==> src/rtl/crc16_tx_framer.sv <==
// Transmit framer: forwards 16-bit words and appends a CRC-16/CCITT word (init 0xFFFF) per frame.
// Optional `define CRC_FRAMER_HDR_EN prefixes each frame with SOF_WORD (excluded from the CRC).
module crc16_tx_framer #(
    parameter int unsigned MAX_WORDS = 256
`ifdef CRC_FRAMER_HDR_EN
    ,
    parameter logic [15:0] SOF_WORD = 16'hEB90
`endif
) (
    input  logic        clk,
    input  logic        rst,
    input  logic        s_valid,
    output logic        s_ready,
    input  logic [15:0] s_data,
    input  logic        s_last,
    output logic        m_valid,
    input  logic        m_ready,
    output logic [15:0] m_data,
    output logic        m_last,
    output logic        trunc_err,
    output logic [15:0] frame_cnt
);

    localparam int unsigned DW = 16;
    localparam int unsigned CW = 16;
    localparam logic [DW-1:0] CRC_INIT = 16'hFFFF;
    localparam logic [DW-1:0] CRC_POLY = 16'h1021;

`ifdef CRC_FRAMER_HDR_EN
    typedef enum logic [1:0] {IDLE, DATA, CRC, HDR} state_t;
`else
    typedef enum logic [1:0] {IDLE, DATA, CRC} state_t;
`endif

    // 16 serial MSB-first shifts of (crc ^ data) with zero feed-in
    function automatic logic [DW-1:0] crc_step(input logic [DW-1:0] x);
        logic [DW-1:0] c;
        c = x;
        for (int i = 0; i < 16; i++) begin
            c = c[DW-1] ? (DW'(c << 1) ^ CRC_POLY) : DW'(c << 1);
        end
        return c;
    endfunction

    state_t        state_q;
    logic [DW-1:0] crc_q;
    logic [CW-1:0] word_cnt_q;
    logic          m_valid_q;
    logic [DW-1:0] m_data_q;
    logic          m_last_q;
    logic          trunc_err_q;
    logic [15:0]   frame_cnt_q;

    logic          out_free;
    logic          s_fire;
    logic [DW-1:0] crc_d;
    logic [CW-1:0] word_cnt_d;

    assign out_free   = !m_valid_q || m_ready;
`ifdef CRC_FRAMER_HDR_EN
    assign s_ready    = (state_q == DATA) && out_free;
`else
    assign s_ready    = ((state_q == IDLE) || (state_q == DATA)) && out_free;
`endif
    assign s_fire     = s_valid && s_ready;
    assign crc_d      = crc_step(crc_q ^ s_data);
    assign word_cnt_d = CW'(word_cnt_q + 1'b1);

    always_ff @(posedge clk or posedge rst) begin
        if (rst) begin
            state_q     <= IDLE;
            crc_q       <= CRC_INIT;
            word_cnt_q  <= '0;
            m_valid_q   <= 1'b0;
            m_data_q    <= '0;
            m_last_q    <= 1'b0;
            trunc_err_q <= 1'b0;
            frame_cnt_q <= '0;
        end else begin
            trunc_err_q <= 1'b0;
            if (m_valid_q && m_ready && m_last_q) begin
                frame_cnt_q <= 16'(frame_cnt_q + 1'b1);
            end
            // Output register drains when accepted; loads below override
            if (out_free) begin
                m_valid_q <= 1'b0;
            end
            case (state_q)
                IDLE: begin
`ifdef CRC_FRAMER_HDR_EN
                    if (s_valid) begin
                        state_q <= HDR;
                    end
`else
                    if (s_fire) begin
                        m_valid_q  <= 1'b1;
                        m_data_q   <= s_data;
                        m_last_q   <= 1'b0;
                        crc_q      <= crc_d;
                        word_cnt_q <= word_cnt_d;
                        state_q    <= s_last ? CRC : DATA;
                    end
`endif
                end
`ifdef CRC_FRAMER_HDR_EN
                HDR: begin
                    if (out_free) begin
                        m_valid_q <= 1'b1;
                        m_data_q  <= SOF_WORD;
                        m_last_q  <= 1'b0;
                        state_q   <= DATA;
                    end
                end
`endif
                DATA: begin
                    if (s_fire) begin
                        m_valid_q  <= 1'b1;
                        m_data_q   <= s_data;
                        m_last_q   <= 1'b0;
                        crc_q      <= crc_d;
                        word_cnt_q <= word_cnt_d;
                        if (s_last) begin
                            state_q <= CRC;
                        end else if (word_cnt_d == CW'(MAX_WORDS)) begin
                            state_q     <= CRC;
                            trunc_err_q <= 1'b1;
                        end
                    end
                end
                CRC: begin
                    // Return to IDLE as the CRC loads so the next frame starts without a bubble
                    if (out_free) begin
                        m_valid_q  <= 1'b1;
                        m_data_q   <= crc_q;
                        m_last_q   <= 1'b1;
                        crc_q      <= CRC_INIT;
                        word_cnt_q <= '0;
                        state_q    <= IDLE;
                    end
                end
                default: state_q <= IDLE;
            endcase
        end
    end

    assign m_valid   = m_valid_q;
    assign m_data    = m_data_q;
    assign m_last    = m_last_q;
    assign trunc_err = trunc_err_q;
    assign frame_cnt = frame_cnt_q;

endmodule

==> config.mk <==
export PLATFORM = sky130hd
export DESIGN_NAME = crc16_tx_framer
export DESIGN_NICKNAME = d
export VERILOG_FILES = /design/src/rtl/crc16_tx_framer.sv
export SDC_FILE = /design/constraint.sdc
export NUM_CORES = 1
export LEC_CHECK = 0
export CAP_MARGIN = 25
export CORE_MARGIN = 2
export CORE_UTILIZATION = 55
export CTS_CLUSTER_DIAMETER = 50
export CTS_CLUSTER_SIZE = 30
export DETAILED_ROUTE_END_ITERATION = 10
export GPL_ROUTABILITY_DRIVEN = 0
export HOLD_SLACK_MARGIN = 0.05
export PLACE_DENSITY = 0.83
export SYNTH_ARGS = -nofsm -noshare
export SYNTH_HDL_FRONTEND = slang
export SYNTH_SLANG_ARGS = --single-unit
==> constraint.sdc <==
create_clock -name clk -period 2.7 [get_ports clk]
set_clock_uncertainty 0.05 [all_clocks]
set_input_delay 0.81 -clock clk [delete_from_list [all_inputs] [get_ports clk]]
set_output_delay 0.81 -clock clk [all_outputs]
set_load 0.02 [all_outputs]
==> results.yml, run 1 <==
floorplan:
  fp.dieW_um: 88.7
  die_h_um: 88.7
  row_count: 30
  num_io_pins: 57
  fp.dieArea_sq_um: 7880
  core_area_sq_um: 6870
  start_util_pct: 57.5
clocking:
  holdBufCountCts: 0
  cts_tree: "built"
  clockBufferDepth: 2
  clk_pin_slew_worst_paths_ns: 0.08
  cts_htree_levels: 3
  cts_buffers: 9
  postCtsSetupRepairBufs: 0
  clk_latency_ns: 0.35
  clock-sinks: 69
  clockRootBuffer: "clkbuf_8"
timing:
  holdWs_ns: 0.415
  setup-violations-final: 0
  worstMarginPinSlew_ns: 0.693
  fin_tns_setup_ns: 0
  rsz0062_at_grt: "false"
  hold_viol: 0
  slew_viol_final: 0
  slew_headroom_pct: 53.8
  fin_crit_sh_pct: 96.5
  max_freq_ghz: 0.384
  min_period_ns: 2.61
hold_path:
  hold_class: "register to register"
layout:
  layout_common_cells: "59 x nand2_1, 55 x clkdlybuf4s50_1, 53 x dfrtp_1, 41 x nor2_1, 36 x xnor2_1"
  antenna_cells: 0
  final_common_cell: "nand2_1"
  layout.cells.non_filler: 586
  drive_gt1_share_pct: 16.1
  nets: 509
  syn_to_final_growth_pct: 26.6
yosys:
  syn_inst: 410
  synth_fa_ha_area_share_pct: 0.950
  async_reset_ff_share_pct: 100
  syn_area_sq_um: 3950
  synth.area.mux_share_pct: 0.538
  synth_top_family_by_area: "XOR/XNOR gates"
  synth_edf_count: 0
  synth_compound_area_share_pct: 13.1
  avgSynthCellArea_sq_um: 9.63
  synth-xor-area-share_pct: 20.1
  ys_ff_latch: 69
  synth_flop_cell: "dfrtp_1"
  synth.distinct_cells: 49
  yosysSeqAreaShare_pct: 44.2
  synthSimpleGateAreaFrac_pct: 17.9
  yosysWarnings: 0
  syn_nets: 434
critical_path:
  crit_path_end_kind: "register"
  cp.arrival_ns: 2.85
  crit_type: "input pin to register"
  cp-start-kind: "input pin"
  cp_max_fo: 3
  cp_data_required_time_ns: 2.95
drt:
  drtIter0Drc: 219
  vias: 3289
  drc: 0
  dr.pass1.iters: 5
  ant_nets: 0
  routedWlPerCell_um: 15.7
  viasPerCell: 5.61
  wl_um: 9180
pwr:
  totalPowerFinal_uw: 5980
  power.ir.vdd_worst_v: 0.000920
  leakage_uw: 0.00218
  powerDensity_nw_per_um2: 1200
global_routing:
  grt_pass1_wl_um: 15000
  grt_pass1_vias: 3168
  grt_util_met1_pct: 33.4
  use_met2_pct: 42.0
  grt_busiest_layer: "met2"
  grtUsageTotal_pct: 25.1
  grt_overflow_total: 0
  grt_start_max_net_pins: 41
  antenna_found_initial: 0
  grtUsageMet3_pct: 3.64
status:
  status: "complete, no violations"
job:
  drv_cap: 0
place:
  dpl.hpwl_um: 6300
  io_buffers: 56
  place_inst: 570
[critical path: stages]
cell and delay [ns]:
clkdlybuf4s50_1 0.44, xnor2_1 0.36, xnor3_2 0.34, xnor3_2 0.39, xnor2_1 0.16, a211o_1 0.30, nand2_1 0.06
[sequential cells by signal, summed over array words and instances (netlist names)]
signal	cells
m_last	1
m_valid	1
trunc_err	1
m_data	16
word_cnt_q	16
state_q	2
crc_q	16
frame_cnt	16
[per-stage QoR]
step | setup slack [ns] | instance area, sq um | utilization, %
6_report | 0.0932 | 5000 | 72.8
5_1_grt | 0.00670 | 5000 | 72.8
4_1_cts | 0.00990 | 5010 | 72.9
3_5_place_dp | -0.381 | 4810 | 70.0
3_3_place_gp | -0.323 | 4810 | 70.0
2_1_floorplan | 0.127 | 3950 | -
[area by class of cell]
type	instances	area [sq um]
repair buffers	86	843
fillers	485	1870
multi-input cells	314	2080
well taps	96	120
flip-flops and latches	69	1750
inverters	5	18.8
clock buffers	9	124
clock inverters	7	73.8
[metal layers]
metal | share of wire [%] | wire (um)
met5 | 0 | 0
met4 | 1.2 | 108
met3 | 5.3 | 491
met2 | 50 | 4600
met1 | 43 | 3970
[synth_stat cells, types with 2 or more instances]
cell type | count | area (sq um)
xnor2_1 | 36 | 315
xnor3_1 | 4 | 90.1
and3_1 | 9 | 56.3
nand2b_1 | 2 | 12.5
ha_1 | 3 | 37.5
nand4_1 | 8 | 50.1
clkbuf_8 | 2 | 27.5
clkbuf_1 | 13 | 48.8
nand2_1 | 59 | 221
nor2b_1 | 3 | 18.8
nor4_1 | 2 | 12.5
buf_2 | 4 | 20.0
buf_1 | 2 | 7.51
xnor3_2 | 4 | 95.1
a31oi_1 | 19 | 119
xor3_1 | 2 | 47.6
a21oi_1 | 19 | 95.1
or2_2 | 2 | 12.5
xor2_1 | 20 | 175
inv_1 | 5 | 18.8
dfstp_2 | 16 | 420
nand3_1 | 11 | 55.1
dfrtp_1 | 53 | 1330
o31ai_1 | 3 | 22.5
nor3_1 | 7 | 35.0
a211o_1 | 4 | 35.0
and4_1 | 4 | 35.0
o21ai_0 | 32 | 160
nor2_1 | 42 | 158
[path summary, 6_finish.rpt]
path / to / slack, ns / cells past startpoint / from
max in group asynchronous: crc_q[9] / 1.34 / 3 / rst
worst max-delay path: crc_q[15] / 0.09 / 7 / s_data[11]
worst min-delay path: frame_cnt[15] / 0.42 / 1 / frame_cnt[15]
min in group asynchronous: word_cnt_q[8] / 0.69 / 2 / rst
worst max register to register: state_q[0] / 0.19 / 7 / word_cnt_q[0]
worst min register to register: frame_cnt[15] / 0.42 / 1 / frame_cnt[15]
[logic make-up after synthesis]
logic type | count (synthesis)
muxes | 2
AOI/OAI and AO/OA | 86
adders and majority gates | 3
DFF | 69
and+or+nand+nor | 154
xor gates and xnor gates | 69
buffers and inverters | 27
[repair_timing]
| item | 4_1_cts | 5_1_grt |
|---|---|---|
| setup endpoints to repair | 2 | 1 |
| resized for setup | 1 | 2 |
| pin swaps | 1 | 0 |
[power breakdown]
group / internal (uW) / switching (uW)
logic: 1840 / 1570
registers: 1410 / 313
clock network: 429 / 420
total: 3680 / 2300
Power figures use the tool's default switching activity.
==> run 2: changes to the inputs <==
- CORE_UTILIZATION: 55 -> 45
- PLACE_DENSITY: 0.83 -> 0.7
- clock period: 2.7 -> 3.4 ns (I/O delays scaled with it)
==> run 2 against run 1 <==
Compared with the run above:
- non-clock buffer count is 16 lower
- worst hold slack improved by 0.014 ns
- cell count is 0.68% lower
==> results.yml, run 2 (synthesis results as in run 1) <==
critical_path:
  crit_path_max_incr_delay_ns: 0.51
  cp.arrival_ns: 1.91
  crit_path_end_kind: "output pin"
  rrSetupSlack_ns: 0.72
  cp_data_required_time_ns: 2.33
  worst_path_max_delay_cell: "clkdlybuf4s50_1"
  r2r_end: "state_q[0]"
  worstPathCellList: "clkdlybuf4s50_1 > nor2b_1 > nor2_1 > dlymetal6s2s_1"
  crit_type: "input pin to output pin"
  cp_max_fo: 4
  r2r_start: "word_cnt_q[0]"
  reg2reg_depth: 7
  cp-start-kind: "input pin"
timing:
  worstMarginPinSlew_ns: 0.861
  min_period_ns: 2.98
  rsz0062_at_grt: "false"
  hold_viol: 0
  setup-violations-final: 0
  max_freq_ghz: 0.336
  slew_viol_final: 0
  fin_tns_setup_ns: 0
  slew_headroom_pct: 42.1
  fin_crit_sh_pct: 87.7
status:
  status: "complete, no violations"
pwr:
  power.ir.vdd_worst_v: 0.000718
  leakage_uw: 0.00209
  totalPowerFinal_uw: 4550
  powerDensity_nw_per_um2: 932
floorplan:
  core_area_sq_um: 8640
  row_count: 34
  die_h_um: 97.7
  start_util_pct: 45.7
  fp.dieW_um: 97.7
  num_io_pins: 57
  fp.dieArea_sq_um: 9540
layout:
  nets: 493
  drive_gt1_share_pct: 13.1
  final_common_cell: "nand2_1"
  layout_common_cells: "59 x nand2_1, 55 x clkdlybuf4s50_1, 53 x dfrtp_1, 41 x nor2_1, 36 x xnor2_1"
  n_fill_cell: 786
  antenna_cells: 0
  syn_to_final_growth_pct: 23.4
drt:
  drc: 0
  routedWlPerCell_um: 14.8
  viasPerCell: 5.36
  drtIter0Drc: 118
  wl_um: 8630
  dr.pass1.iters: 4
  vias: 3122
  ant_nets: 0
clocking:
  clockBufferDepth: 2
  clk_latency_ns: 0.36
  clock-sinks: 69
  holdBufCountCts: 0
  clockRootBuffer: "clkbuf_8"
  clk_pin_slew_worst_paths_ns: 0.09
  postCtsSetupRepairBufs: 0
  cts_htree_levels: 3
  cts_buffers: 9
  cts_tree: "built"
place:
  dpl.hpwl_um: 5880
  io_buffers: 56
global_routing:
  antenna_found_initial: 0
  grtUsageTotal_pct: 19.3
  grt_pass1_wl_um: 14900
  grt_start_max_net_pins: 70
  grt_pass1_vias: 3058
  grt_overflow_total: 0
hold_path:
  worstHoldPathCells: 1
  hp-start: "frame_cnt[15]"
  hold_class: "register to register"
  min_to: "frame_cnt[15]"
job:
  drv_cap: 0
-- run 2: changes by cell type in the layout (fill, tap and decap cells not counted), sizes merged --
cell,previous run,this run
inv,6,8
dlymetal6s2s,0,1
clkinv,4,1
clkbuf,10,9
buf,30,14
clkinvlp,1,2
-- run 2: routing by layer --
layer,track usage [%],up-vias,wire length [um]
met5,0,-,0
met1,26.1,1517,3990
met2,31.0,57,4190
met3,4.75,10,358
met4,5.98,0,100
li1,-,1538,-
-- run 2: how the worst max path moves through the flow --
stage,start,endpoint,slack (ns),cells after the start
after CTS,m_ready,s_ready,0.03,4
after detailed placement,m_ready,s_ready,0.04,4
after global routing,m_ready,s_ready,0.35,4
after floorplan,rst,frame_cnt[0],0.62,1
after global placement,m_ready,s_ready,0.06,4
final,m_ready,s_ready,0.42,4
-- run 2: where the power goes --
group / switching (uW) / total (uW) / internal (uW)
Combinational: 1160 / 2480 / 1320
Sequential: 233 / 1350 / 1120
Clock: 363 / 713 / 350
Total: 1760 / 4550 / 2790
-- run 2: repair_timing --
action | 4_1_cts | 5_1_grt
endpoints found under the hold margin | 0 | 0
endpoints found under the setup margin | 0 | 1
resized for setup | 0 | 1
-- run 2: final cells by class --
cell class | count | area (sq um) | share of cell area [%]
repair buffers | 70 | 693 | 14.2
well taps | 108 | 135 | 2.77
inverters | 5 | 18.8 | 0.385
multi-input cells | 314 | 2080 | 42.6
clock inverters | 7 | 82.6 | 1.69
clock buffers | 9 | 124 | 2.54
flip-flops and latches | 69 | 1750 | 35.8
-- run 2: metrics by stage --
step | hold slack, ns | instance area [sq um] | utilization (%) | instances | setup WS (ns)
floorplan | 0.407 | 3950 | - | 410 | 0.617
global placement | 0.408 | 4670 | 54.0 | 566 | 0.0643
detailed placement | 0.420 | 4670 | 54.0 | 566 | 0.0367
CTS | 0.433 | 4870 | 56.4 | 582 | 0.0289
global route | 0.447 | 4880 | 56.5 | 582 | 0.354
finish | 0.429 | 4880 | 56.5 | 582 | 0.420
-- run 2: critical path, delay by kind of cell --
kind          cells  cell delay, ns
buf+inv           2            0.73
simple gates      2            0.16
